### config.mk
export PLATFORM = sky130hd
export DESIGN_NAME = deshift
export DESIGN_NICKNAME = d
export VERILOG_FILES = /design/src/rtl/deshift.sv
export SDC_FILE = /design/constraint.sdc
export NUM_CORES = 1
export LEC_CHECK = 0
export CORE_UTILIZATION = 53
export DETAILED_ROUTE_END_ITERATION = 6
export GPL_TIMING_DRIVEN = 0
export HOLD_SLACK_MARGIN = 0.12
export PLACE_DENSITY = 0.78
export RECOVER_POWER = 50
export SYNTH_ARGS = -nofsm -noshare
export SYNTH_HDL_FRONTEND = slang
export SYNTH_SLANG_ARGS = --single-unit
### constraint.sdc
create_clock -name clk -period 1.94 [get_ports clk]
set_input_delay 0.194 -clock clk [delete_from_list [all_inputs] [get_ports clk]]
set_output_delay 0.194 -clock clk [all_outputs]
set_load 0.01 [all_outputs]
### src/rtl/deshift.sv
// Serial-in / parallel-out frame gatherer: packs DEPTH words of WIDTH bits into one frame.
// Optional feature: define DESHIFT_CHKSUM_EN to add o_chksum (XOR of the frame's words).
module deshift #(
    parameter int WIDTH = 8,
    parameter int DEPTH = 8
) (
    input  logic                   clk,
    input  logic                   rst_n,
    input  logic [WIDTH-1:0]       i_data,
    input  logic                   i_busy,
    output logic [DEPTH*WIDTH-1:0] o_data,
    output logic                   o_valid,
    output logic                   o_busy,
    output logic                   o_err
`ifdef DESHIFT_CHKSUM_EN
    ,
    output logic [WIDTH-1:0]       o_chksum
`endif
);

    localparam int CW = $clog2(DEPTH) + 1;
    localparam int FW = DEPTH * WIDTH;
    localparam logic [CW-1:0] LAST = CW'(DEPTH);

    localparam logic [1:0] IDLE  = 2'd0;
    localparam logic [1:0] RECV  = 2'd1;
    localparam logic [1:0] DONE  = 2'd2;
    localparam logic [1:0] DRAIN = 2'd3;

    logic [1:0]    state_q, state_d;
    logic [CW-1:0] cnt_q, cnt_d;
    logic [FW-1:0] sreg_q, sreg_d;
    logic [FW-1:0] data_q, data_d;
    logic          valid_q, valid_d;
    logic          err_q, err_d;

    logic [FW-1:0] sreg_shift;
    logic [CW-1:0] cnt_inc;

    assign sreg_shift = {sreg_q[FW-WIDTH-1:0], i_data};
    assign cnt_inc    = cnt_q + CW'(1);

    always_comb begin
        state_d = state_q;
        cnt_d   = cnt_q;
        sreg_d  = sreg_q;
        data_d  = data_q;
        valid_d = 1'b0;
        err_d   = 1'b0;
        case (state_q)
            IDLE: begin
                if (i_busy) begin
                    sreg_d  = sreg_shift;
                    cnt_d   = CW'(1);
                    state_d = RECV;
                end
            end
            RECV: begin
                if (i_busy) begin
                    sreg_d = sreg_shift;
                    if (cnt_inc == LAST) begin
                        data_d  = sreg_shift;
                        valid_d = 1'b1;
                        cnt_d   = '0;
                        state_d = DONE;
                    end else begin
                        cnt_d = cnt_inc;
                    end
                end else begin
                    // Short frame: partial words stay in sreg only, o_data untouched
                    err_d   = 1'b1;
                    cnt_d   = '0;
                    state_d = IDLE;
                end
            end
            DONE: begin
                if (i_busy) begin
                    err_d   = 1'b1;
                    state_d = DRAIN;
                end else begin
                    state_d = IDLE;
                end
            end
            default: begin
                if (!i_busy) begin
                    state_d = IDLE;
                end
            end
        endcase
    end

    always_ff @(posedge clk) begin
        if (!rst_n) begin
            state_q <= IDLE;
            cnt_q   <= '0;
            sreg_q  <= '0;
            data_q  <= '0;
            valid_q <= 1'b0;
            err_q   <= 1'b0;
        end else begin
            state_q <= state_d;
            cnt_q   <= cnt_d;
            sreg_q  <= sreg_d;
            data_q  <= data_d;
            valid_q <= valid_d;
            err_q   <= err_d;
        end
    end

    assign o_data  = data_q;
    assign o_valid = valid_q;
    assign o_err   = err_q;
    assign o_busy  = (state_q == RECV);

`ifdef DESHIFT_CHKSUM_EN
    logic [WIDTH-1:0] acc_q, acc_d;
    logic [WIDTH-1:0] chksum_q, chksum_d;

    // Accumulator restarts on the first word so a short frame never leaks into the next
    always_comb begin
        acc_d    = acc_q;
        chksum_d = chksum_q;
        if (i_busy) begin
            case (state_q)
                IDLE: acc_d = i_data;
                RECV: begin
                    acc_d = acc_q ^ i_data;
                    if (cnt_inc == LAST) begin
                        chksum_d = acc_q ^ i_data;
                    end
                end
                default: ;
            endcase
        end
    end

    always_ff @(posedge clk) begin
        if (!rst_n) begin
            acc_q    <= '0;
            chksum_q <= '0;
        end else begin
            acc_q    <= acc_d;
            chksum_q <= chksum_d;
        end
    end

    assign o_chksum = chksum_q;
`endif

endmodule
==> results summary <==
The power consumption came out at 6.09 mW. In the final routed layout, each cell accounts on average for 14.1 um. The number of top-level pins came out at 78. The maximum fanout along the worst path came out at 5. The count of final setup violators is 0. After detailed routing, the number of remaining DRC violations is 0. The Yosys step of the flow raised 0 warnings. The relative slew slack is 56.8%. Buffers placed on the I/O ports in this run total 77. For this configuration, the core starts out at a cell density of 54.8%. The slack of the worst reg-to-reg path is 0.14 ns. The total placed cells including tap cells is 773. The buffer and inverter count on the worst path came out at 1. The floorplan step defined a die boundary enclosing 9940 um2. After synthesis, flip-flops and latches occupy 50.6% of the total area. The worst hold margin came out at 0.269 ns. The number of antenna violations at the first check in global routing came to 0.

The source-to-sink clock delay at the later pin of the worst-skew pair came out at 0.51 ns. The post-synthesis cell area came out at 5060 um2. The flow ran to the end, and the final reports show no timing, DRC or antenna violations. In this run the most critical hold path is launched from i_data[7]. The library cells used most frequently in the layout, excluding fill and tap cells, are nand2_1, dfxtp_1, mux2i_1. The number of nets at the end of the flow is 676.

The count of pins over their slew limit came out at 0. For this run the aggregate overflow at the end of global routing stands at 0. The horizontal extent of the die came out at 99.7 um. The first routing iteration left 165 violations. The clock tree from TritonCTS is done.

The synthesized area divided by synthesized cell count came out at 8.92 um2. The floorplan has 35 rows. The height of the chip is 99.7 um.

The detailed router placed 4100 vias in this run. The period utilization is 96.3%. The largest incremental delay on the critical path is 0.56 ns. The count of different cell masters after synthesis came out at 30. The maximum count of clock buffers along a single path came out at 2. The required time at the worst-slack endpoint came out at 1.75 ns.

The clock tree skew after final layout came out at 0.00612 ns. Power spread over the standard cell area amounts to 920 nW/um2. The arrival time reported for the critical path endpoint came out at 1.67 ns.

The worst setup path is launched from a flop. Grouping stages by cell kind, the critical path spends the most delay in buffers and inverters. Walking the worst path, the cells encountered are nor2b_4, clkdlybuf4s50_1.

The final cell count without fillers is 805. In the synthesized netlist, the number of instances is 567. The count of endpoints failing hold in the final timing report came out at 0. The floorplan core area came out at 9240 um2.

The final period demand of the worst path is 1.87 ns. 0 antenna diodes ended up in the layout. The master cell of the clock root buffer is clkbuf_8. The total leakage power came out at 2.35 nW.

The number of clock buffers inserted by TritonCTS came out at 17. The clock tree synthesis step divided the H-tree into 4 levels. The global-route total usage across every layer is 24.2%.

The largest individual stage delay along the critical path comes from the cell clkdlybuf4s50_1. The post-CTS repair timing setup buffer count is 0. The endpoint of the worst register-to-register path is o_data[24]. The highest attainable clock frequency came out at 0.535 GHz. The worst hold path terminates at sreg_q[7].

Relative to the synthesized area, the layout overhead comes to 30.8%. Using the TritonRoute via totals, the vias-per-cell ratio works out to 5.09. STA classifies the critical path endpoint as an output port. For this run, the detailed router's first-pass iteration total came to 4. The post-route netlist has 7.54% of its cells at a drive strength greater than 1.

Fill cells in the final layout number 699. The via count of the first global-routing pass is 4150. The largest net degree at the start of global routing is 17. Once detail routing completed, the nets flagged for antenna violations numbered 0. The total wire length after detailed routing is 11300 um. The path depth of the worst reg2reg path is 7. The global placement routability congestion came out at 0.828.

The tool flagged a number of max-cap violations equal to 0. The startpoint identified for the worst register-to-register timing path is cnt_q[1]. IR analysis of the VDD net gives a maximum drop of 0.000769 V.

The most frequent standard cell in the layout excluding fill and tap cells is nand2_1. The first global-routing pass estimated 18900 um of wire. The measured slew at the worst slew-check pin came out at 0.649 ns. By startpoint and endpoint, the worst setup path is classified as reg -> out.

The clock-pin slew on the worst setup and hold paths came out at 0.06 ns. The worst hold-check path type is in -> reg. The number of nets handed over by synthesis was 580.

The HPWL after detailed placement is 7850 um. The synthesis-stage register bit count is 128. The worst hold path stage count came out at 3. The cell count along the critical path is 2. The sink count of the clock tree came out at 128.
==> cells in the mapped netlist <==
master | number | area share, %
nand2_1 | 241 | 18
dfxtp_1 | 128 | 51
mux2i_1 | 66 | 13
a21boi_0 | 58 | 8.6
clkbuf_1 | 24 | 1.8
buf_2 | 7 | 0.69
nor2b_1 | 6 | 0.74
buf_12 | 5 | 2.0
nand3b_1 | 4 | 0.59
nor2_1 | 3 | 0.22
and2_1 | 2 | 0.25
buf_1 | 2 | 0.15
ha_1 | 2 | 0.49
nand4_1 | 2 | 0.25
o21ai_0 | 2 | 0.20
a21oi_1 | 1 | 0.099
a221oi_1 | 1 | 0.17
a22oi_1 | 1 | 0.15
a31o_2 | 1 | 0.17
and3_1 | 1 | 0.12
and3b_2 | 1 | 0.20
buf_4 | 1 | 0.15
buf_8 | 1 | 0.30
nand2b_1 | 1 | 0.12
nand3_1 | 1 | 0.099
nand3_2 | 1 | 0.20
o21ai_2 | 1 | 0.17
o21ba_2 | 1 | 0.20
o21bai_1 | 1 | 0.15
xnor2_1 | 1 | 0.17
==> worst max path at each step <==
stage | start | to
floorplan | cnt_q[0] | o_data[14]
global placement | rst_n | o_data[5]
detailed placement | i_busy | o_data[24]
CTS | state_q[0] | o_busy
global route | state_q[0] | o_busy
finish | state_q[0] | o_busy
==> report_power, final <==
part	leakage, nW	switching, mW	internal, mW	total [mW]
clock network	0.288	1.18	2.03	3.21
logic	1.03	0.134	0.0715	0.205
registers	1.03	0.0226	2.65	2.67
total	2.35	1.33	4.76	6.09
==> kinds of logic (layout without fill, tap and decap cells) <==
group | count (synthesis) | in the layout | synth area share, %
xor+xnor | 1 | 1 | 0.173
buf+inv | 40 | 149 | 5.04
simple gates | 263 | 263 | 20.7
flops | 128 | 128 | 50.6
mux | 66 | 66 | 13.1
fa+ha+maj | 2 | 2 | 0.494
compound gates | 67 | 67 | 9.92
==> per-stage QoR <==
stage,instance area [um2],setup WS [ns],TNS [ns],util [%]
after detailed placement,5990,-0.162,-6.85,64.8
final,6620,0.0715,0,71.6
after CTS,6600,0.00439,0,71.4
after global routing,6620,-0.0000346,-0.0000346,71.6
after floorplan,5060,0.372,0,-
after global placement,5990,-0.145,-4.56,64.8
==> worst register-to-register path: stages, from the launching register on <==
cell and delay [ns]:
dfxtp_1 0.44, ha_4 0.21, nor2b_1 0.19, nand4_1 0.14
o21ai_2 0.13, buf_12 0.21, buf_12 0.16, mux2i_1 0.24
==> flip-flops by register name, indices dropped and copies added (netlist names) <==
name / cells
sreg_q: 56
o_err: 1
o_data: 64
state_q: 2
cnt_q: 4
o_valid: 1
==> layout make-up <==
class | count | area [um2] | area share [%]
flip-flops and latches | 128 | 2560 | 38.7
multi-input cells | 399 | 2260 | 34.2
repair buffers | 77 | 771 | 11.6
clock buffers | 20 | 445 | 6.73
plain buffers | 40 | 258 | 3.89
well taps | 129 | 161 | 2.44
clock inverters | 12 | 158 | 2.38
==> metal layers <==
layer | global-route usage [%] | share of wire, % | vias to the layer above
li1 | - | - | 2042
met1 | 28.6 | 45 | 1946
met2 | 42.7 | 49 | 96
met3 | 5.27 | 4.0 | 16
met4 | 9.39 | 1.9 | 0
met5 | 0 | 0 | -
==> what timing repair did <==
item                                    in CTS  in global routing
hold buffers                                 0                  0
resized for setup                            1                  5
pin swaps                                    0                  0
endpoints found under the setup margin       1                 50
(Power assumes the default switching activity.)
